--- src/rtl/reg_file_mp.sv ---
// Multi-port integer register file with hardwired-zero x0, highest-port-wins
// write merging, optional write-to-read bypass and a per-register busy scoreboard.
module reg_file_mp #(
  parameter  int XLEN   = 32,
  parameter  int NREGS  = 32,
  parameter  int NUM_RD = 2,
  parameter  int NUM_WR = 1,
  parameter  int BYPASS = 1,
  localparam int AW     = $clog2(NREGS)
) (
  input  logic                     clk_i,
  input  logic                     rst_n_i,
  input  logic [NUM_RD*AW-1:0]     rd_addr_i,
  output logic [NUM_RD*XLEN-1:0]   rd_data_o,
  output logic [NUM_RD-1:0]        rd_busy_o,
  input  logic [NUM_WR-1:0]        wr_en_i,
  input  logic [NUM_WR*AW-1:0]     wr_addr_i,
  input  logic [NUM_WR*XLEN-1:0]   wr_data_i,
  input  logic                     rsv_en_i,
  input  logic [AW-1:0]            rsv_addr_i,
  output logic                     rsv_ok_o,
  output logic [NREGS-1:0]         busy_o
);

  logic [XLEN-1:0]  r_regs [NREGS];
  logic [NREGS-1:0] r_busy;

  logic [NREGS-1:0] w_wen;
  logic [XLEN-1:0]  w_wdata [NREGS];
  logic [NREGS-1:0] w_busy_nxt;
  logic             w_rsv_ok;

  // Per-register write decode; later ports overwrite earlier ones so the highest index wins.
  always_comb begin
    w_wen = '0;
    for (int r = 0; r < NREGS; r++) w_wdata[r] = '0;
    for (int j = 0; j < NUM_WR; j++) begin
      if (wr_en_i[j]) begin
        w_wen[wr_addr_i[j*AW +: AW]]   = 1'b1;
        w_wdata[wr_addr_i[j*AW +: AW]] = wr_data_i[j*XLEN +: XLEN];
      end
    end
    w_wen[0] = 1'b0;
  end

  always_comb begin
    logic [AW-1:0] ra;
    rd_data_o = '0;
    rd_busy_o = '0;
    for (int k = 0; k < NUM_RD; k++) begin
      ra = rd_addr_i[k*AW +: AW];
      if (ra != '0) begin
        if ((BYPASS != 0) && w_wen[ra]) begin
          rd_data_o[k*XLEN +: XLEN] = w_wdata[ra];
          rd_busy_o[k]              = 1'b0;
        end else begin
          rd_data_o[k*XLEN +: XLEN] = r_regs[ra];
          rd_busy_o[k]              = r_busy[ra];
        end
      end
    end
  end

  // A register being written this cycle is free to hand to a new producer.
  assign w_rsv_ok = (rsv_addr_i == '0) | ~r_busy[rsv_addr_i] | w_wen[rsv_addr_i];
  assign rsv_ok_o = w_rsv_ok;

  // Reservation is applied after release so a same-cycle reserve keeps the bit set.
  always_comb begin
    w_busy_nxt = r_busy & ~w_wen;
    if (rsv_en_i && w_rsv_ok && (rsv_addr_i != '0))
      w_busy_nxt[rsv_addr_i] = 1'b1;
    w_busy_nxt[0] = 1'b0;
  end

  assign busy_o = r_busy;

  always_ff @(posedge clk_i or negedge rst_n_i) begin
    if (!rst_n_i) begin
      r_busy <= '0;
      for (int r = 0; r < NREGS; r++) r_regs[r] <= '0;
    end else begin
      r_busy <= w_busy_nxt;
      for (int r = 0; r < NREGS; r++)
        if (w_wen[r]) r_regs[r] <= w_wdata[r];
    end
  end

endmodule

--- config.mk ---
export PLATFORM = sky130hd
export DESIGN_NAME = reg_file_mp
export DESIGN_NICKNAME = d
export VERILOG_FILES = /design/src/rtl/reg_file_mp.sv
export SDC_FILE = /design/constraint.sdc
export NUM_CORES = 2
export LEC_CHECK = 0
export CAP_MARGIN = 40
export CORE_MARGIN = 2
export CORE_UTILIZATION = 57
export DETAILED_ROUTE_END_ITERATION = 8
export PLACE_DENSITY = 0.77
export SLEW_MARGIN = 20
export SYNTH_ARGS = -nofsm -noshare
export SYNTH_HDL_FRONTEND = slang
export SYNTH_SLANG_ARGS = --single-unit
--- constraint.sdc ---
create_clock -name clk_i -period 2.4 [get_ports clk_i]
set_input_delay 0.24 -clock clk_i [delete_from_list [all_inputs] [get_ports clk_i]]
set_output_delay 0.24 -clock clk_i [all_outputs]
set_load 0.02 [all_outputs]
Yosys cells after proc, flatten, opt, wreduce, memory -nomap -nowiden --
Index checks and enable logic that the tools add are counted.
Operators by class: multiplexer cells 41, reduce and logical (&&, ||, !) cells 9, order comparisons 10, bitwise logic cells 10
Operators with widths (count):
- AND 1024 bit | 1
- two-way mux 1024 bit | 1
- binary-select mux 32 bit (select 5 bit) | 4
- two-way mux 32 bit | 15
- demux 32 bit (select 5 bit) | 1
- AND 32 bit | 1
- NOT 32 bit | 1
- OR 32 bit | 1
- binary-select mux 1 bit (select 5 bit) | 6
- < comparator 5 x 6 -> 1 bit (second input constant) | 4
- greater-or-equal comparator 6 bit (second input constant) | 3
- NOT 5 -> 6 bit | 3
- nonzero test 5 bit | 3
- two-way mux 1 bit | 12
- demux 1 bit (select 5 bit) | 2
- greater-or-equal comparator 5 x 1 -> 1 bit (second input constant) | 2
- < comparator 6 x 1 -> 1 bit (second input constant) | 1
- logical AND 1 bit | 5
- logical NOT 5 bit | 1
- OR 1 bit | 2
- NOT 1 bit | 1
Word-level totals: output and inout bits 99, input bits 56, word-level logic and storage cells 102, bits in registers 1023

Longest topological paths before layout --
word-level depth 12, gate-level depth with buffers 10, gate-level depth less buffers 6

Worst setup path before layout --
No wires, ideal clock.
path kind input to output, from in rd_addr_i[6], to out rd_data_o[38], stages 8, data arrival time 2.243 ns, data required time 2.160 ns, slack -0.083 ns, path buffers 3, path through buf_2 buf_2 buf_1 mux4_2 mux4_2 mux2_2 nand2_1 o21ai_1
On the way: word-level cells in the longest chain between the ends 6, elaborated cells on any way between the ends 12, those cells by class mux: 10; bitwise: 1; reduce/logical: 1
RTL lines:
- start, declared | RTL line 13 | input logic [NUM_RD*AW-1:0] rd_addr_i,
- NOT 5 -> 6 bit (not written as such) | RTL line 54, 57
- binary-select mux 32 bit (select 5 bit), on equally long branches | RTL line 57, 54
- two-way mux 32 bit, on equally long branches (2 in series) | RTL line 57, 54
- two-way mux 32 bit | RTL line 53 | if ((BYPASS != 0) && w_wen[ra]) begin
- two-way mux 32 bit (*) | RTL line 52 | if (ra != '0) begin
- end, declared | RTL line 14 | output logic [NUM_RD*XLEN-1:0] rd_data_o,
Mark *: on every way between the ends. The rest lies on a longest branch, timed or not. The select of a mux whose other input is x is not followed.

Worst setup path after layout --
from reg r_regs[573] (netlist name), to out rd_data_o[61]
On the way: word-level cells in the longest chain between the ends 5
RTL lines:
- start, declared | RTL line 25 | logic [XLEN-1:0] r_regs [NREGS];
- start signal, assigned by index | RTL line 85 | if (w_wen[r]) r_regs[r] <= w_wdata[r];
- binary-select mux 32 bit (select 5 bit) | RTL line 57 | rd_data_o[k*XLEN +: XLEN] = r_regs[ra];
- two-way mux 32 bit (not written as such) (2 in series) | RTL line 57
- two-way mux 32 bit | RTL line 53
- two-way mux 32 bit | RTL line 52
Every way passes these cells. The select of a mux whose other input is x is not followed.

==> out/qor.yml <==
arrival_ns: 2.81
cp-start-kind: "flip-flop"
synth_cell_types: 64
crit_buf_inv: 1
final-hold-violation-count: 0
cts_tree: "built"
dp_cells: 5373
fin_area_um2: 69900
die_x_um: 317
multi_input_area_um2: 29400
io_buffers: 153
syn-num-nets: 3664
synth-main-ff-cell: "dfrtp_1"
clockBufferDepth: 3
syn_avg_cell_area_um2: 15.5
die_h_um: 317
fp.coreArea_um2: 97000
drt-total-wl_um: 184000
setup_viol_count_final: 67
fillerInstances: 5959
synthArstFlopShare_pct: 100
htreeDepth: 3
fin_nets: 4301
clkLatencyLatePin_ns: 0.72
syn_inst: 3608
place_area_um2: 65100
antenna_found_initial: 4
cts.sinks: 1023
first_iter_violations: 4580
slew_headroom_pct: 52.3
grt_max_degree: 98
fmax_mhz: 328
rows: 114
num_io_pins: 155
netlist_area_um2: 56000
drv_cap: 0
synth_edf_count: 0
grt_pass1_wl_um: 274000
holdWs_ns: 0.0542
required_ns: 2.16
finalClockSkew_ns: 0.0118
synth_seq_cells: 1023
crit_path_end_kind: "output port"
drive_gt1_share_pct: 64.4
critical_path.top_delay_family: "multiplexers"
final_common_cell: "mux2_2"
grt_pass1_vias: 41000
yosysWarnings: 0
layout_common_cells: "mux2_2 (1023), dfrtp_1 (1022), mux4_2 (599), buf_4 (586), buf_12 (156)"
drt-pass1-iter-count: 5
vias_per_cell: 6.99
final_max_slew_viol_count: 0
vdd_drop_max_mv: 0.695
place.gp.congestion: 0.953
status: "complete, but fails checks"
cp_max_fo: 2
synthToLayoutAreaGrowth_pct: 24.9
period_share_pct: 127
fin_ws_ns: -0.648
wl_per_cell_um: 32.8
clk_pin_slew_ns: 0.06
violations: "setup timing"
cts_buffers: 108
worstSetupPathType: "flip-flop to output port"
p_per_area_nw_per_um2: 807
start_util_pct: 57.7
path_cells: "mux4_2 -> mux4_2 -> mux2_4 -> mux2_4 -> buf_6"
period_needed_ns: 3.05
hp-class: "input pin to async pin"
tightest_slew_ns: 0.712
cts_root_buf: "clkbuf_16"
seq_area_frac_synth_pct: 45.7
drcViolationCount: 0
via_count: 39200
regArea_um2: 25600
finalCoreUtilization_pct: 72.1
ant_nets: 0
crit_start: "r_regs[573]"
power.leakage_nw: 30.6
max_stage_delay_ns: 0.49
overflow: 0
critPathSlowestCell: "mux4_2"
r2r-start: "busy_o[15]"
rsz0062_at_grt: "yes"
dieArea_um2: 101000
fin_cells: 5603
grt_usage_pct: 36.8
dp_hpwl_um: 122000
[worst reg2reg max path, stage by stage (launching register included)]
cell	delay, ns
dfrtp_1	0.44
mux4_2	0.50
and3_4	0.16
o21bai_1	0.14
nand4_1	0.13
o211ai_2	0.10
buf_6	0.14
buf_4	0.15
buf_6	0.24
a32o_1	0.24
[registers in the layout (all words and copies together), names as in the netlist]
register,cells
busy_o,31
r_regs,992
[cell type report]
class / count / area share, %
Timing Repair Buffer: 927 / 13.6
Clock buffer: 155 / 4.48
Multi-Input combinational cell: 2164 / 42.1
Clock inverter: 35 / 0.755
Inverter: 21 / 0.120
Sequential cell: 1023 / 36.6
Tap cell: 1276 / 2.28
Antenna cell: 2 / 0.00716
[cell usage after synthesis (20+ instances only)]
| master | instances | area [um2] |
|---|---|---|
| mux2_2 | 1031 | 11600 |
| dfrtp_1 | 1023 | 25600 |
| mux4_2 | 599 | 13500 |
| clkbuf_1 | 220 | 826 |
| buf_2 | 151 | 756 |
| nand2_1 | 97 | 364 |
| o21ai_0 | 64 | 320 |
| a22o_1 | 63 | 552 |
| mux2i_1 | 63 | 631 |
| nor2_1 | 57 | 214 |
| a21oi_1 | 32 | 160 |
| a32o_1 | 30 | 300 |
| buf_1 | 20 | 75.1 |
| inv_1 | 20 | 75.1 |
[logic make-up (layout without fill, tap and decap cells)]
group                  after synthesis  in the layout  synth area share [%]
multiplexers                      1693           1693                  46.0
flip-flops                        1023           1023                  45.7
buffers and inverters              421           1138                  3.23
AO/OA/AOI/OAI                      234            234                  3.05
AND/OR/NAND/NOR                    224            224                  1.86
XOR/XNOR                            12             12                 0.188
other                                1              3               0.00670
[per-layer routing]
layer  share of wire [%]  vias up  GRT usage, %
li1                    -    15400             -
met1                  38    21000          50.3
met2                  47     2236          57.0
met3                 9.5      551          7.84
met4                 5.6        2          17.6
met5              0.0093        -             0
[worst paths after layout]
path	endpoint	slack (ns)	depth (start not counted)
max	rd_data_o[61]	-0.65	5
min reg2reg	r_regs[825]	0.51	2
min	r_regs[734]	0.05	2
min in group clk_i	r_regs[492]	0.28	6
max in group asynchronous	r_regs[161]	1.38	3
max reg2reg	busy_o[9]	0.09	9
[report_power, final]
group	total (mW)	internal, mW	leakage (nW)	switching [mW]
clock network	17.5	10.1	1.80	7.39
registers	23.3	20.7	13.1	2.62
logic	15.7	9.55	15.7	6.11
[stage by stage]
stage	total power [mW]	TNS [ns]	setup WS (ns)
floorplan	31.9	-1.97	-0.0770
global placement	37.4	-119.43	-1.14
detailed placement	38.1	-136.19	-1.21
CTS	56.0	-33.24	-0.655
global route	58.3	-35.91	-0.690
finish	56.4	-32.10	-0.648
[repair_timing]
action,in CTS,in global routing
gates cloned,3,0
endpoints found under the hold margin,676,0
setup endpoints to repair,67,95
hold buffers,1,0
buffers inserted,33,12
pin swaps,38,26
resized for setup,488,71
Power figures use the tool's default switching activity.
